<file path="src/rtl/edge_exchange_tx.sv">
// Boundary-exchange transmitter: snapshots first/last node positions on step_done into two
// independent valid/ready FIFOs. Define EDGE_TX_OVERWRITE_EN to overwrite the newest entry when full.
module edge_exchange_tx #(
   parameter int DEPTH = 4,
   parameter int W     = 32
) (
   input  logic         clk,
   input  logic         reset,
   input  logic         step_done_i,
   input  logic [W-1:0] first_x_i,
   input  logic [W-1:0] first_y_i,
   input  logic [W-1:0] last_x_i,
   input  logic [W-1:0] last_y_i,
   output logic         l_valid_o,
   input  logic         l_ready_i,
   output logic [W-1:0] l_x_o,
   output logic [W-1:0] l_y_o,
   output logic [7:0]   l_seq_o,
   output logic         r_valid_o,
   input  logic         r_ready_i,
   output logic [W-1:0] r_x_o,
   output logic [W-1:0] r_y_o,
   output logic [7:0]   r_seq_o,
   output logic         full_o,
   output logic         overflow_o,
   output logic [15:0]  drop_count_o
);
   localparam int AW = $clog2(DEPTH);
   localparam int EW = 2*W + 8;
   typedef logic [AW:0] ptr_t;

   logic [EW-1:0] mem_q [2][DEPTH];
   ptr_t          wr_ptr_q [2];
   ptr_t          wr_ptr_d [2];
   ptr_t          rd_ptr_q [2];
   ptr_t          rd_ptr_d [2];
   logic [AW-1:0] waddr [2];
   logic [EW-1:0] wdata [2];
   logic [EW-1:0] head  [2];
   logic [1:0]    empty, ch_full, ready, pop, lose, we;
   logic [7:0]    seq_ctr_q, seq_ctr_d;
   logic          overflow_q, overflow_d;
   logic [15:0]   drop_count_q, drop_count_d;

   always_comb begin
      ready    = {r_ready_i, l_ready_i};
      wdata[0] = {first_x_i, first_y_i, seq_ctr_q};
      wdata[1] = {last_x_i, last_y_i, seq_ctr_q};
      for (int c = 0; c < 2; c++) begin
         empty[c]   = (wr_ptr_q[c] == rd_ptr_q[c]);
         ch_full[c] = (wr_ptr_q[c][AW] != rd_ptr_q[c][AW]) &&
                      (wr_ptr_q[c][AW-1:0] == rd_ptr_q[c][AW-1:0]);
         head[c]    = empty[c] ? '0 : mem_q[c][rd_ptr_q[c][AW-1:0]];
         pop[c]     = !empty[c] && ready[c];
         // a pop in the same cycle frees the slot the push needs
         lose[c]    = step_done_i && ch_full[c] && !pop[c];
         we[c]       = 1'b0;
         waddr[c]    = wr_ptr_q[c][AW-1:0];
         wr_ptr_d[c] = wr_ptr_q[c];
         rd_ptr_d[c] = rd_ptr_q[c] + ptr_t'(pop[c]);
         if (step_done_i && !lose[c]) begin
            we[c]       = 1'b1;
            wr_ptr_d[c] = wr_ptr_q[c] + ptr_t'(1);
         end
`ifdef EDGE_TX_OVERWRITE_EN
         if (lose[c]) begin
            we[c]    = 1'b1;
            waddr[c] = wr_ptr_q[c][AW-1:0] - AW'(1);
         end
`endif
      end
      seq_ctr_d    = step_done_i ? seq_ctr_q + 8'd1 : seq_ctr_q;
      overflow_d   = overflow_q | (|lose);
      drop_count_d = ((|lose) && drop_count_q != 16'hFFFF) ? drop_count_q + 16'd1 : drop_count_q;
   end

   always_ff @(posedge clk) begin
      if (!reset) begin
         for (int c = 0; c < 2; c++) begin
            wr_ptr_q[c] <= '0;
            rd_ptr_q[c] <= '0;
         end
         seq_ctr_q    <= '0;
         overflow_q   <= 1'b0;
         drop_count_q <= '0;
      end else begin
         for (int c = 0; c < 2; c++) begin
            wr_ptr_q[c] <= wr_ptr_d[c];
            rd_ptr_q[c] <= rd_ptr_d[c];
         end
         seq_ctr_q    <= seq_ctr_d;
         overflow_q   <= overflow_d;
         drop_count_q <= drop_count_d;
      end
   end

   // storage is not reset; empty FIFOs gate the payload to zero
   always_ff @(posedge clk) begin
      for (int c = 0; c < 2; c++) begin
         if (reset && we[c]) mem_q[c][waddr[c]] <= wdata[c];
      end
   end

   assign l_valid_o = !empty[0];
   assign r_valid_o = !empty[1];
   assign {l_x_o, l_y_o, l_seq_o} = head[0];
   assign {r_x_o, r_y_o, r_seq_o} = head[1];
   assign full_o       = |ch_full;
   assign overflow_o   = overflow_q;
   assign drop_count_o = drop_count_q;
endmodule

</file>
<file path="config.mk">
export PLATFORM = sky130hd
export DESIGN_NAME = edge_exchange_tx
export DESIGN_NICKNAME = d
export VERILOG_FILES = /design/src/rtl/edge_exchange_tx.sv
export SDC_FILE = /design/constraint.sdc
export NUM_CORES = 1
export LEC_CHECK = 0
export ABC_AREA = 1
export CAP_MARGIN = 10
export CELL_PAD_IN_SITES_DETAIL_PLACEMENT = 1
export CELL_PAD_IN_SITES_GLOBAL_PLACEMENT = 2
export CORE_MARGIN = 5
export CORE_UTILIZATION = 40
export CTS_CLUSTER_DIAMETER = 50
export DETAILED_ROUTE_END_ITERATION = 8
export PLACE_DENSITY = 0.95
export SLEW_MARGIN = 25
export SYNTH_ARGS = -nofsm -noshare
export SYNTH_HDL_FRONTEND = slang
export SYNTH_SLANG_ARGS = --single-unit
</file>
<file path="constraint.sdc">
create_clock -name clk -period 14.89 [get_ports clk]
set_input_delay 2.2335 -clock clk [delete_from_list [all_inputs] [get_ports clk]]
set_output_delay 2.2335 -clock clk [all_outputs]
set_load 0.02 [all_outputs]
</file>
# Yosys cells after proc, flatten, opt, wreduce, memory -nomap -nowiden

Memory sizes are Yosys's and may differ from the RTL's.
Cells that the tools add are included.

Bits in registers: 25
Bits in writable memories: 588
Output and inout bits: 164
Memories kept: 3

Memory list:

| name     | words | bits a word | rd ports | clocked after memory_dff | wr ports | line | RTL |
|---|---|---|---|---|---|---|---|
| mem_q    | 2     | 288         | 2        | 0                        | 2        | 32   | `logic [EW-1:0] mem_q [2][DEPTH];` |
| rd_ptr_q | 2     | 3           | 2        | 0                        | 2        | 35   | `ptr_t rd_ptr_q [2];` |
| wr_ptr_q | 2     | 3           | 2        | 0                        | 2        | 33   | `ptr_t wr_ptr_q [2];` |

$add $sub $neg: 6
Magnitude comparators: 6
Equal/unequal tests: 7
Multiplexer cells: 26
Bitwise operators: 9
Reductions and logical operators: 23

Operator list:

| operator                                                   | number |
|---|---|
| two-way mux 288 bit                                        | 2 |
| two-way mux 72 bit                                         | 8 |
| binary-select mux 72 bit (select 2 bit)                    | 2 |
| demux 72 bit (select 2 bit)                                | 2 |
| two-way mux 3 bit                                          | 6 |
| adder 16 x 1 -> 16 bit, second input constant              | 1 |
| != test 16 bit, second input constant                      | 1 |
| logical AND 1 bit                                          | 15 |
| >= comparator 3 bit, second input constant                 | 4 |
| inverter 2 -> 3 bit                                        | 4 |
| adder 8 x 1 -> 8 bit, second input constant                | 1 |
| adder 3 x 1 -> 3 bit                                       | 2 |
| adder 3 x 1 -> 3 bit, second input constant                | 2 |
| equality test 3 bit                                        | 2 |
| logical NOT 1 bit                                          | 6 |
| less-than comparator 3 x 1 -> 1 bit, second input constant | 2 |
| two-way mux 1 bit                                          | 6 |
| bitwise OR 1 bit                                           | 5 |
| equality test 2 bit                                        | 2 |
| OR reduction 2 bit                                         | 2 |
| != test 1 bit                                              | 2 |

# Logic depth before layout (Yosys ltp)

Word-level depth: 11
Gate-level depth with buffers: 12

# Worst setup path after synthesis

Ideal clock, no wire load.

Path type: input -> register
Start point: input port step_done_i
End point: memory mem_q[0][288] (netlist name), enable pin
Data arrival time: 5.896 ns
Required time: 14.388 ns
Setup slack: 8.492 ns
Cell stages on the path: 8
Path through: buf_4 inv_2 nor2_1 nand4_2 nand2_1 inv_1 nand2_1 nor2_1

RTL lines:

| item            | line | RTL |
|---|---|---|
| start, declared | 9    | `input logic step_done_i,` |
| end, declared   | 32   |  |

==> results.md <==
- Syn Nets: 2155
- Simple-gate area share of the yosys netlist: 9.80%
- Worst setup EP type: output port
- Library cell occupying the most area in the post-synthesis netlist: edfxtp_1
- Final setup violation count: 0
- Number of nets in the layout: 2433
- Average wire per standard cell: 22.2 um
- Number of nets with antenna violations after detailed routing: 0
- Worst-Margin Slew: 0.968 ns
- Standard-cell row count: 90
- Compound-cell area share of the yosys netlist: 10.4%
- Arrival time reported for the critical path endpoint: 3.96 ns
- Final hold violation count: 0
- Share of cell area taken by muxes after synthesis: 0%
- Worst setup slack after layout: 8.70 ns
- Hold-fix buffers, CTS: 0
- IR drop worst, VDD: 0.0876 mV
- Top-Level Pins: 297
- Half-perimeter wire length of the detailed placement result: 40.5 mm
- Reg2reg path depth: 7
- Number of buffer cells added on primary ports: 296
- Count of maximum capacitance violations: 0
- Area of all placed cells without fillers: 30600 sq um
- Maximum frequency from static timing analysis: 162 MHz
- Share of Yosys cell area claimed by the top area cell type: 70.4%
- Clock buffer depth: 3
- Buffers inserted by post-CTS timing repair: 0
- Synthesized cell area: 24600 sq um
- Asr flop ratio synth: 0%
- Global-route total usage across every layer: 20.0%
- Share of synthesized cell area in full adder, half adder and majority cells: 0.713%
- Clock tree from TritonCTS: yes
- Element type at the critical path start: flop
- Setup CP Type: flop to output port
- Final slew viol count: 0
- Most instantiated cells after synthesis: 576 x edfxtp_1, 340 x nor2_1, 301 x o21ai_0
- Number of enable flip-flop cells after synthesis: 576
- Status: completed
- Cell variety after synth: 38
- Leak pwr: 11.2 nW
- Post-synthesis share of cell area spent on xor and xnor gates: 0.346%
- Overall power: 4.74 mW
- Vias after detailed routing: 16760
- Effective utilization at floorplan: 40.5%
- Area added between synthesis and finish: 24.4%
- Ranking of synthesized cells by area: edfxtp_1 70%, o21ai_0 6.1%, nor2_1 5.2%
- TritonRoute pass-1 iters: 5
- Pin count of the biggest net entering global routing: 131
- Post-synthesis sequential area ratio: 73.5%
- Count of instances resized after the clock tree is built: 0
- Post-synthesis cell count: 2008
- Total negative slack: 0 ns
- Required time of the worst setup path: 12.66 ns
- Largest fanout on the critical path: 76
- Clock slew at reported path FFs: 0.06 ns
- Area of the multi-input gates: 5300 sq um
- FF/Latch Area: 18000 sq um
- TritonCTS Sinks: 613
- Number of clock buffers inserted by TritonCTS: 73
- Dominant register cell in the synthesized netlist: edfxtp_1
- Main combinational cell family by area after synthesis: compound AO/OA/AOI/OAI gates
- X dimension of the die: 258 um
- Synth Register Bits: 613
- Placed inst area: 28200 sq um
- First DRT Iteration DRCs: 1095
- Class of the tightest hold or removal check: flop to flop
- Root buffer selected by CTS: clkbuf_16
- Final period utilization: 41.6%
- Layout cell share with drive strength beyond 1: 7.74%
- Vias per Instance: 5.35
- Standard cell core area: 60600 sq um
- Hold path depth: 2
- Number of warnings printed during yosys synthesis: 0
- Depth of the CTS H-tree: 3
- Max transition margin: 35.5%
- Die extent in y: 258 um
- Area of the die: 66400 sq um
- Wire length of the first global-routing pass: 105 mm
- Layout Cells excl Fill: 3135
- Worst slack after detailed placement: 9.34 ns
- Maximum clock skew at final layout: 0.0359 ns
- Total wire length: 69.7 mm
- Aggregate global routing overflow: 0
- Fill cell total of the finished layout: 6171
- Number of instances in the placed design: 2993
- Setup repair after global routing missed its margin: false
- Antenna violations before repair: 16
- Final weighted congestion in routability-driven placement: 0.747
- DRC viols: 0
- Number of global-route vias before repair: 18158
- Clock insertion delay at the later pin of the skew report: 0.61 ns
- Most frequent cell after synthesis: edfxtp_1
- Min Tclk post-route: 6.19 ns
- Syn avg cell area: 12.2 sq um
- Power per standard cell area: 155 nW/um^2
-- area by class of cell --
type / count / share of cell area, %
diodes: 13 / 0.106
clock buffers: 86 / 6.24
clock inverters: 43 / 1.33
inverters: 191 / 2.38
multi-input cells: 1090 / 17.3
flip-flops and latches: 613 / 59.1
well taps: 782 / 3.20
repair buffers: 317 / 10.3
-- cells in the final DEF (no fill, tap or decap), types with 4 or more instances in the layout --
cell type and n:
nor2_4 10, clkdlybuf4s50_1 296, clkbuf_16 74, xnor2_1 4, edfxtp_1 576, clkbuf_1 11
nand2_1 209, clkinv_2 8, diode_2 13, ha_1 14, inv_1 173, clkinv_4 5
dfxtp_1 33, inv_2 15, buf_4 14, buf_6 6, clkinv_1 13, o21ai_0 301
nand3_1 18, nand2_2 8, a21oi_1 19, inv_6 6, o22ai_1 144, bufinv_16 4
nor3_1 4, nor2_1 332
-- critical path, stage by stage, from the launching register on --
cell	delay (ns)
dfxtp_4	0.58
inv_4	0.62
buf_4	0.75
o21ai_0	0.22
o22ai_1	0.23
nand2_1	0.11
inv_1	0.15
clkdlybuf4s50_1	0.62
-- power by group --
group	switching, mW	leakage [nW]	internal, mW	total [mW]
Combinational	0.671	4.49	0.388	1.06
Sequential	0.0323	5.55	1.93	1.96
Clock	0.721	1.13	0.998	1.72
Total	1.42	11.2	3.32	4.74
-- per-layer routing --
layer / global-route usage, % / wire [um] / up-vias / share of wire [%]
met4: 6.99 / 1930 / 6 / 2.8
met2: 35.2 / 35400 / 528 / 51
met5: 0 / 33 / - / 0.047
met3: 5.23 / 4700 / 120 / 6.7
li1: - / - / 7643 / -
met1: 24.0 / 27600 / 8463 / 40
-- path summary, 6_finish.rpt --
| path | start | to | slack (ns) |
|---|---|---|---|
| hold / removal | overflow_o$_SDFF_PN0_ | overflow_o$_SDFF_PN0_ | 0.49 |
| setup / recovery | rd_ptr_q[0][0]$_SDFF_PN0_ | l_y_o[28] | 8.70 |
| setup reg to reg | rd_ptr_q[0][0]$_SDFF_PN0_ | mem_q[0][279]$_DFFE_PP_ | 11.33 |
| hold reg to reg | overflow_o$_SDFF_PN0_ | overflow_o$_SDFF_PN0_ | 0.49 |
-- cells by family (layout without fill, tap and decap cells) --
| group | count (synthesis) | count (layout) |
|---|---|---|
| compound gates | 471 | 471 |
| xor+xnor | 8 | 8 |
| fa+ha+maj | 14 | 14 |
| buf+inv | 305 | 637 |
| flops | 613 | 613 |
| other cells | 0 | 13 |
| simple gates | 597 | 597 |
-- registers in the layout (all words and copies together) (netlist names) --
register      cells
mem_q           576
rd_ptr_q          6
drop_count_o     16
seq_ctr_q         8
wr_ptr_q          6
overflow_o        1
-- stage by stage --
stage          hold slack [ns]  util (%)
2_1_floorplan            0.472         -
3_3_place_gp             0.460      46.5
3_5_place_dp             0.488      46.6
4_1_cts                  0.502      50.4
5_1_grt                  0.527      50.4
6_report                 0.493      50.4
Note: power is estimated with default switching activity, not from simulation.
